**src/rtl/alu_seq_if.sv**
```systemverilog
// alu_seq_if: request/response bundle between an alu_seq requester and the alu_seq block
interface alu_seq_if #(parameter int WIDTH = 8);
  logic in_valid;
  logic in_ready;
  logic [WIDTH-1:0] a;
  logic [WIDTH-1:0] b;
  logic [2:0] op;
  logic out_valid;
  logic out_ready;
  logic [WIDTH-1:0] result;
  logic carry;
  logic zero;
  modport master (output in_valid, a, b, op, out_ready, input in_ready, out_valid, result, carry, zero);
  modport slave (input in_valid, a, b, op, out_ready, output in_ready, out_valid, result, carry, zero);
endinterface

```
**src/rtl/alu_seq.sv**
```systemverilog
// alu_seq: handshaked ALU with single-cycle ops and a WIDTH-step shift-add multiplier
module alu_seq #(parameter int WIDTH = 8) (
  input logic clk,
  input logic rst_n,
  alu_seq_if.slave bus
);
  localparam int SW = $clog2(WIDTH);
  typedef enum logic [1:0] {IDLE, MUL, HOLD} state_t;
  state_t state_q, state_d;
  logic [WIDTH-1:0] result_q, result_d, mplier_q, mplier_d, alu_res;
  logic [2*WIDTH-1:0] acc_q, acc_d, mcand_q, mcand_d, acc_step;
  logic [SW-1:0] cnt_q, cnt_d, s;
  logic carry_q, carry_d, zero_q, zero_d, alu_c;
  logic [WIDTH:0] sum, diff, shl_w, shr_w;
  always_comb begin
    s = bus.b[SW-1:0];
    sum = {1'b0, bus.a} + {1'b0, bus.b};
    diff = {1'b0, bus.a} - {1'b0, bus.b};
    shl_w = {1'b0, bus.a} << s;
    shr_w = {bus.a, 1'b0} >> s;
    alu_res = bus.op == 3'd0 ? sum[WIDTH-1:0] :
              bus.op == 3'd1 ? diff[WIDTH-1:0] :
              bus.op == 3'd2 ? bus.a & bus.b :
              bus.op == 3'd3 ? bus.a | bus.b :
              bus.op == 3'd4 ? bus.a ^ bus.b :
              bus.op == 3'd5 ? shl_w[WIDTH-1:0] : shr_w[WIDTH:1];
    alu_c = bus.op == 3'd0 ? sum[WIDTH] :
            bus.op == 3'd1 ? diff[WIDTH] :
            bus.op == 3'd5 ? shl_w[WIDTH] :
            bus.op == 3'd6 ? shr_w[0] : 1'b0;
    acc_step = acc_q + (mplier_q[0] ? mcand_q : '0);
  end
  always_comb begin
    state_d = state_q;
    result_d = result_q;
    carry_d = carry_q;
    zero_d = zero_q;
    acc_d = acc_q;
    mcand_d = mcand_q;
    mplier_d = mplier_q;
    cnt_d = cnt_q;
    case (state_q)
      IDLE: if (bus.in_valid) begin
        if (bus.op == 3'd7) begin
          state_d = MUL;
          acc_d = '0;
          mcand_d = {{WIDTH{1'b0}}, bus.a};
          mplier_d = bus.b;
          cnt_d = '0;
        end else begin
          state_d = HOLD;
          result_d = alu_res;
          carry_d = alu_c;
          zero_d = alu_res == '0;
        end
      end
      MUL: begin
        acc_d = acc_step;
        mcand_d = mcand_q << 1;
        mplier_d = mplier_q >> 1;
        cnt_d = cnt_q + 1'b1;
        if (cnt_q == SW'(WIDTH - 1)) begin
          state_d = HOLD;
          result_d = acc_step[WIDTH-1:0];
          carry_d = |acc_step[2*WIDTH-1:WIDTH];
          zero_d = acc_step[WIDTH-1:0] == '0;
        end
      end
      HOLD: state_d = bus.out_ready ? IDLE : HOLD;
      default: state_d = IDLE;
    endcase
  end
  always_ff @(posedge clk or negedge rst_n) begin
    if (!rst_n) begin
      state_q <= IDLE;
      result_q <= '0;
      carry_q <= 1'b0;
      zero_q <= 1'b0;
      acc_q <= '0;
      mcand_q <= '0;
      mplier_q <= '0;
      cnt_q <= '0;
    end else begin
      state_q <= state_d;
      result_q <= result_d;
      carry_q <= carry_d;
      zero_q <= zero_d;
      acc_q <= acc_d;
      mcand_q <= mcand_d;
      mplier_q <= mplier_d;
      cnt_q <= cnt_d;
    end
  end
  assign bus.in_ready = state_q == IDLE;
  assign bus.out_valid = state_q == HOLD;
  assign bus.result = result_q;
  assign bus.carry = carry_q;
  assign bus.zero = zero_q;
endmodule

```
**src/flat_wrapper.sv**
```systemverilog
// flat-port wrapper written by rule: the top's interface ports become plain ports
module alu_seq_flat 
#(parameter int WIDTH = 8)
  (clk, rst_n, bus_in_valid, bus_a, bus_b, bus_op, bus_out_ready, bus_in_ready, bus_out_valid, bus_result, bus_carry, bus_zero);
  alu_seq_if #(.WIDTH(WIDTH)) bus_i ();
  input logic clk;
  input logic rst_n;
  input wire logic [$bits(bus_i.in_valid)-1:0] bus_in_valid;
  input wire logic [$bits(bus_i.a)-1:0] bus_a;
  input wire logic [$bits(bus_i.b)-1:0] bus_b;
  input wire logic [$bits(bus_i.op)-1:0] bus_op;
  input wire logic [$bits(bus_i.out_ready)-1:0] bus_out_ready;
  output wire logic [$bits(bus_i.in_ready)-1:0] bus_in_ready;
  output wire logic [$bits(bus_i.out_valid)-1:0] bus_out_valid;
  output wire logic [$bits(bus_i.result)-1:0] bus_result;
  output wire logic [$bits(bus_i.carry)-1:0] bus_carry;
  output wire logic [$bits(bus_i.zero)-1:0] bus_zero;
  assign bus_i.in_valid = bus_in_valid;
  assign bus_i.a = bus_a;
  assign bus_i.b = bus_b;
  assign bus_i.op = bus_op;
  assign bus_i.out_ready = bus_out_ready;
  assign bus_in_ready = bus_i.in_ready;
  assign bus_out_valid = bus_i.out_valid;
  assign bus_result = bus_i.result;
  assign bus_carry = bus_i.carry;
  assign bus_zero = bus_i.zero;
  alu_seq #(.WIDTH(WIDTH)) u_core (.clk(clk), .rst_n(rst_n), .bus(bus_i));
endmodule
```
**config.mk**
```make
export PLATFORM = sky130hd
export DESIGN_NAME = alu_seq_flat
export DESIGN_NICKNAME = d
export VERILOG_FILES = /design/src/rtl/alu_seq_if.sv /design/src/rtl/alu_seq.sv /design/src/flat_wrapper.sv
export SDC_FILE = /design/constraint.sdc
export NUM_CORES = 1
export LEC_CHECK = 0
export CORE_MARGIN = 2
export CORE_UTILIZATION = 60
export CTS_CLUSTER_DIAMETER = 100
export DETAILED_ROUTE_END_ITERATION = 16
export GPL_TIMING_DRIVEN = 0
export PLACE_DENSITY = 0.8
export REMOVE_ABC_BUFFERS = 1
export SYNTH_ARGS = -nofsm -noshare
export SYNTH_HDL_FRONTEND = slang
export SYNTH_SLANG_ARGS = --single-unit
```
**constraint.sdc**
```tcl
create_clock -name clk -period 3.5 [get_ports clk]
set_input_delay 0.7 -clock clk [delete_from_list [all_inputs] [get_ports clk]]
set_output_delay 0.7 -clock clk [all_outputs]
set_load 0.01 [all_outputs]
```
# --- Yosys cells after proc, flatten, opt, wreduce, memory -nomap -nowiden ---
# Cells that the tools add are included.
op_classes:
  n_reduce_logical: 9
  mux: 40
  n_eq_ne: 14
  n_bitwise: 3
  shift: 2
  n_addsub: 4
ops:
  columns: ["op", "count"]
  rows:
  - ["two-way mux 8 bit", 11]
  - ["two-way mux 16 bit", 5]
  - ["case mux 16 bit (2 select lines)", 2]
  - ["case mux 8 bit (2 select lines)", 2]
  - ["adder 16 bit", 1]
  - ["logical NOT 8 bit", 2]
  - ["equality test 3 bit, second input constant", 5]
  - ["two-way mux 1 bit", 10]
  - ["adder 8 x 8 -> 9 bit", 1]
  - ["<< shifter 8 x 3 -> 9 bit", 1]
  - ["right shift 9 x 3 -> 9 bit", 1]
  - ["subtractor 8 x 8 -> 9 bit", 1]
  - ["AND 8 bit", 1]
  - ["two-way mux 2 bit", 4]
  - ["bitwise OR 8 bit", 1]
  - ["OR reduction 8 bit", 1]
  - ["bitwise XOR 8 bit", 1]
  - ["equality test 3 x 2 -> 1 bit, second input constant", 2]
  - ["two-way mux 3 bit", 2]
  - ["case mux 2 bit (3 select lines)", 1]
  - ["case mux 3 bit (2 select lines)", 1]
  - ["inequality test 2 x 1 -> 1 bit, second input constant", 2]
  - ["inequality test 2 bit, second input constant", 2]
  - ["case mux 1 bit (2 select lines)", 2]
  - ["other kinds (10)", 10]
totals:
  in_bits: 23
  reg_bits: 55
  output_inout_bits: 12

# --- Depth between registers and ports, before layout ---
depth:
  word_depth: 11
  ltp_mapped: 12
  depth_no_buf: 11

# --- Worst setup path before layout ---
# No wires, ideal clock.
synth_path:
  kind: "input to register"
  from: "input port bus_b[1]"
  to: "register u_core.carry_q, in the netlist u_core.bus.carry"
  required_ns: 3.412
  stages: 12
  setup_ns: 0.088
  n_path_buf: 2
  arrival_time_ns: 2.880
  path_slack_ns: 0.531
  cell_sequence: "buf_2 -> buf_4 -> inv_1 -> fa_1 -> nand2b_1 -> a21oi_1 -> a31oi_1 -> o21bai_1 -> a21boi_0 -> a2111oi_0 -> o22ai_1 -> a41oi_1"
synth_via:
  elab_chain_cells: 8
  word_cells_on_any_way: 11
  classes_between: "add/sub (2); shift (2); mux (7)"
synth_lines:
  columns: ["item", "line", "rtl"]
  rows:
  - ["start, declared", "flat_wrapper.sv:10", "input wire logic [$bits(bus_i.b)-1:0] bus_b;"]
  - ["branches (longest 4 deep; another with subtractor 8 x 8 -> 9 bit)", null, null]
  - ["two-way mux 1 bit (*)", "alu_seq.sv:27", "alu_c = bus.op == 3'd0 ? sum[WIDTH] :"]
  - ["two-way mux 1 bit (*)", "alu_seq.sv:44", "if (bus.op == 3'd7) begin"]
  - ["two-way mux 1 bit (*)", "alu_seq.sv:43", "IDLE: if (bus.in_valid) begin"]
  - ["case mux 1 bit (2 select lines) (*)", "alu_seq.sv:42", "case (state_q)"]
  - ["end signal, assigned", "alu_seq.sv:86", "carry_q <= carry_d;"]
  - ["end, declared", "alu_seq.sv:13", "logic carry_q, carry_d, zero_q, zero_d, alu_c;"]
# Every way passes the cells marked *. The select of a mux whose other input is x is not followed.
# A chain may end at the register's enable or synchronous reset.

# --- Final worst setup path ---
layout_path:
  from: "input port bus_a[0]"
  to: "register u_core.carry_q, in the netlist u_core.bus.carry"
layout_via:
  elab_chain_cells: 8
  word_cells_on_any_way: 11
  classes_between: "add/sub (2); shift (2); mux (7)"
layout_lines:
  columns: ["item", "line", "rtl"]
  rows:
  - ["start, declared", "flat_wrapper.sv:9", "input wire logic [$bits(bus_i.a)-1:0] bus_a;"]
  - ["branches (longest 4 deep; another with subtractor 8 x 8 -> 9 bit)", null, null]
  - ["two-way mux 1 bit (*)", "alu_seq.sv:27", null]
  - ["two-way mux 1 bit (*)", "alu_seq.sv:44", null]
  - ["two-way mux 1 bit (*)", "alu_seq.sv:43", null]
  - ["case mux 1 bit (2 select lines) (*)", "alu_seq.sv:42", null]
# Marks and branches as above.

==> parameters.txt <==
Parameter                              Value

Outcome
  Status    finished, final reports clean

Timing
  Worst slew margin    33.6%
  RSZ-0062 raised after global routing    no
  Finish-stage setup viols    0
  Worst Tran Pin Value    996 ps
  Final setup skew    6.13 ps
  Post-layout minimum cycle time    3310 ps
  Hold violation total from the final report    0
  Maximum clock frequency    0.302 GHz
  Setup_tns    0 ps
  Max-slew violations    0
  Final critical-path share of the clock period    94.6%

Placement
  GPL Wtd Cong    0.969
  Count of buffers inserted at the top-level ports    34
  Detailed placement HPWL    9110 µm
  Placed Instance Area    5150 µm²

Flow run
  Max-capacitance violation count    0

Logic synthesis
  Synth cell types    56
  Library cell with the largest summed area after synthesis    sky130_fd_sc_hd__dfrtp_1
  Gate count of the mapped netlist    570
  Commonest register cell after synthesis    sky130_fd_sc_hd__dfrtp_1
  Netlist area before placement    4800 µm²
  Number of enable flip-flop cells after synthesis    0
  Top cells by area in the synthesized netlist    sky130_fd_sc_hd__dfrtp_1, sky130_fd_sc_hd__ha_1, sky130_fd_sc_hd__a21oi_1
  Post-Synthesis Mean Instance Area    8.42 µm²
  Sequential fraction of the synthesis area    28.7%
  Area share of the largest cell type after synthesis    28.7%
  Number of synthesis warnings    0
  Asr flop ratio synth    100%
  Register bit total from synthesis    55

Power and ir drop
  Static leakage    2.46 nW
  Part of the total power dissipated in the clock network    17.1%
  Reg power frac    about two fifths
  Part of the total power dissipated in combinational logic    42.6%
  Pwr/cell area    between 400 and 500 nW/µm²
  Net switching power    0.987 mW
  Proportion of total power due to net switching    38.8%
  Maximum vdd drop    0.356 mV
  Internal power of the cells    1.56 mW

Critical path
  Worst r2r path cells    11
  Kind of end point of the critical path    register
  End of the worst register-to-register path    u_core.bus.carry
  Crit-path leading delay family    compound AO/OA/AOI/OAI gates
  Critical path required time    3740 ps
  Critical path buffers and inverters    2
  Library cell contributing the largest single delay on the critical path    sky130_fd_sc_hd__clkdlybuf4s50_1
  Cell-by-cell trace of the critical path    clkdlybuf4s50_1, ha_2, inv_1, fa_1, nand2b_1, a21oi_2, a31oi_1, o21bai_1, a21boi_0, a2111oi_1, o22ai_1, a41oi_1
  Setup crit start kind    input port
  Reg2Reg Setup Slack    roughly 210 ps
  Delay of the slowest cell on the worst path    570 ps
  Startpoint of the lowest-slack register-to-register path    u_core.mplier_q[0]
  Largest driver fanout on the critical path    6
  WP depth    12
  Arrival time at the worst endpoint    approximately 3600 ps
  Type of the worst setup path    input port to register

Floorplanning
  Area inside the core boundary    7730 µm²
  Count of pins on the block boundary    35
  Effective utilization at floorplan    62.1%
  Width of the chip    93.5 µm
  Number of core rows    32
  Height of the die    93.5 µm
  Die area    approximately 8700 µm²

CTS
  Worst skew pair latency    just over 300 ps
  Maximum clock insertion buffer count    2
  Count of H-tree levels built during CTS    2
  Total clock buffers created by CTS    5
  Clock tree from TritonCTS    yes
  Total number of clock tree sinks    55
  Clk pin slew, worst setup/hold paths    about 100 ps
  Clock tree root driver cell    sky130_fd_sc_hd__clkbuf_8

GRT
  Pin count of the biggest net entering global routing    60
  Wire length of the first global-routing pass    a little over 20000 µm
  Tot GR Track Use    29.2%
  Antenna violations before repair    0
  Vias in the first global route    4165
  Sum of overflow across all layers after global routing    0

Finish
  Share of post-route cells with drive strength above 1    6.88%
  Final core occ    69.0%
  Diodes inserted    0
  Syn-to-layout area delta    11.1%
  Most common cell after layout, fill and taps aside    sky130_fd_sc_hd__nand2_1
  Total non-filler cell area in the finished layout    5330 µm²
  Leading cell types in the layout, fill and taps excluded    sky130_fd_sc_hd__nand2_1, sky130_fd_sc_hd__a21oi_1, sky130_fd_sc_hd__dfrtp_1
  Number of fill cells in the layout    ~650
  Final layout net count    648

Route
  Detailed Route Iter0 Violations    ~240
  Drt wl/cell    18.1 µm
  Vias after detailed routing    4371
  Remaining DRCs    0
  Average via count per standard cell    6.40
  Post-detailed-route count of antenna-violating nets    0
  Number of iterations in the first detailed-routing pass    5
  Wire length after detailed routing    12300 µm

Hold path
  Class of the most critical hold timing path    input port to asynchronous set/reset pin
-- how the worst max path moves through the flow --
stage / from / endpoint / slack, ps
floorplan: u_core.state_q[0] / u_core.bus.carry / 500
global placement: bus_op[0] / u_core.bus.zero / -1190
detailed placement: bus_b[1] / u_core.bus.carry / -1060
CTS: bus_b[1] / u_core.bus.carry / 1
global route: bus_b[2] / u_core.bus.carry / 20
finish: bus_a[0] / u_core.bus.carry / 190
-- what timing repair did --
| action | 4_1_cts | 5_1_grt |
|---|---|---|
| setup endpoints to repair | 10 | 3 |
| buffers inserted | 0 | 4 |
| gates resized for setup | 13 | 16 |
| pin swaps | 0 | 1 |
| hold buffers | 0 | 0 |
| cloned | 0 | 0 |
-- layout make-up --
class / count / area, µm² / share of cell area [%]
Inverter: 29 / 116 / 2.18
Multi-Input combinational cell: 449 / 3190 / 59.9
Sequential cell: 55 / 1380 / 25.8
Clock inverter: 2 / 38.8 / 0.727
Tap cell: 102 / 128 / 2.39
Timing Repair Buffer: 40 / 408 / 7.65
Clock buffer: 6 / 72.6 / 1.36
-- through the flow --
| stage | power, mW | setup slack (ps) | std cells | hold WS, ps |
|---|---|---|---|---|
| 2_1_floorplan | 1.71 | 498 | 533 | 404 |
| 3_3_place_gp | 2.03 | -1190 | 669 | 464 |
| 3_5_place_dp | 2.10 | -1060 | 671 | 473 |
| 4_1_cts | 2.54 | 1.23 | 679 | 395 |
| 5_1_grt | 2.72 | 21.4 | 683 | 431 |
| 6_report | 2.54 | 187 | 683 | 380 |
-- worst register-to-register path, cell delays in order (launching register included) --
cell                       delay (ps)
sky130_fd_sc_hd__dfrtp_2          520
sky130_fd_sc_hd__and2_1           190
sky130_fd_sc_hd__ha_1             220
sky130_fd_sc_hd__fa_1             440
sky130_fd_sc_hd__a211oi_1         360
sky130_fd_sc_hd__o21ai_0          230
sky130_fd_sc_hd__nand4_1          160
sky130_fd_sc_hd__nor2b_1          180
sky130_fd_sc_hd__xnor2_1          110
sky130_fd_sc_hd__nor3_1           230
sky130_fd_sc_hd__nor4bb_2         380
sky130_fd_sc_hd__a41oi_1          150
-- per-layer routing --
layer / track usage, % / part of all wire, % / up-vias
met5: 0 / 0 / -
met4: 8.82 / 2.2 / 0
met3: 3.14 / 5.2 / 28
met2: 49.3 / 49 / 157
met1: 39.5 / 44 / 2098
li1: - / - / 2088
-- synthesized netlist by cell type, types with 4 or more instances --
cell type and count:
sky130_fd_sc_hd__ha_1 42, sky130_fd_sc_hd__a21oi_1 56, sky130_fd_sc_hd__nand2b_1 6, sky130_fd_sc_hd__dfrtp_1 55, sky130_fd_sc_hd__nor2b_1 4, sky130_fd_sc_hd__a31oi_1 12, sky130_fd_sc_hd__o211ai_1 6, sky130_fd_sc_hd__o21ai_0 45
sky130_fd_sc_hd__buf_2 9, sky130_fd_sc_hd__nand4_1 4, sky130_fd_sc_hd__inv_1 29, sky130_fd_sc_hd__mux2_2 4, sky130_fd_sc_hd__mux2i_1 15, sky130_fd_sc_hd__o31ai_1 4, sky130_fd_sc_hd__nor2_1 41, sky130_fd_sc_hd__a21o_1 9
sky130_fd_sc_hd__xnor2_1 14, sky130_fd_sc_hd__nor4_1 4, sky130_fd_sc_hd__mux4_1 5, sky130_fd_sc_hd__xor2_1 8, sky130_fd_sc_hd__o21bai_1 8, sky130_fd_sc_hd__a22o_1 17, sky130_fd_sc_hd__nand3_1 11, sky130_fd_sc_hd__nor3_1 7
sky130_fd_sc_hd__clkbuf_1 24, sky130_fd_sc_hd__nand2_1 57, sky130_fd_sc_hd__o22ai_1 6, sky130_fd_sc_hd__and2_1 17, sky130_fd_sc_hd__a211oi_1 7
-- sequential cells by signal, summed over array words and instances (netlist names) --
| register | count |
|---|---|
| u_core.bus.zero | 1 |
| u_core.bus.result | 8 |
| u_core.bus.carry | 1 |
| u_core.mcand_q | 16 |
| u_core.state_q | 2 |
| u_core.mplier_q | 8 |
| u_core.cnt_q | 3 |
| u_core.acc_q | 16 |
-- kinds of logic after synthesis --
family | after synthesis | synth area share [%]
and+or+nand+nor | 163 | 16.1
AOI/OAI and AO/OA | 193 | 25.7
adders and majority gates | 45 | 12.2
xor gates and xnor gates | 22 | 4.01
buffers and inverters | 66 | 5.63
DFF | 55 | 28.7
muxes | 26 | 7.74
-- power by group through the flow --
stage / Combinational, mW / Sequential, mW / Clock [mW]
after global routing: 1.21 / 1.05 / 0.458
final: 1.08 / 1.02 / 0.436
after CTS: 1.07 / 1.02 / 0.446
after detailed placement: 1.06 / 1.04 / 0
after floorplan: 0.712 / 0.996 / 0
after global placement: 1.01 / 1.02 / 0
Power figures use the tool's default switching activity.
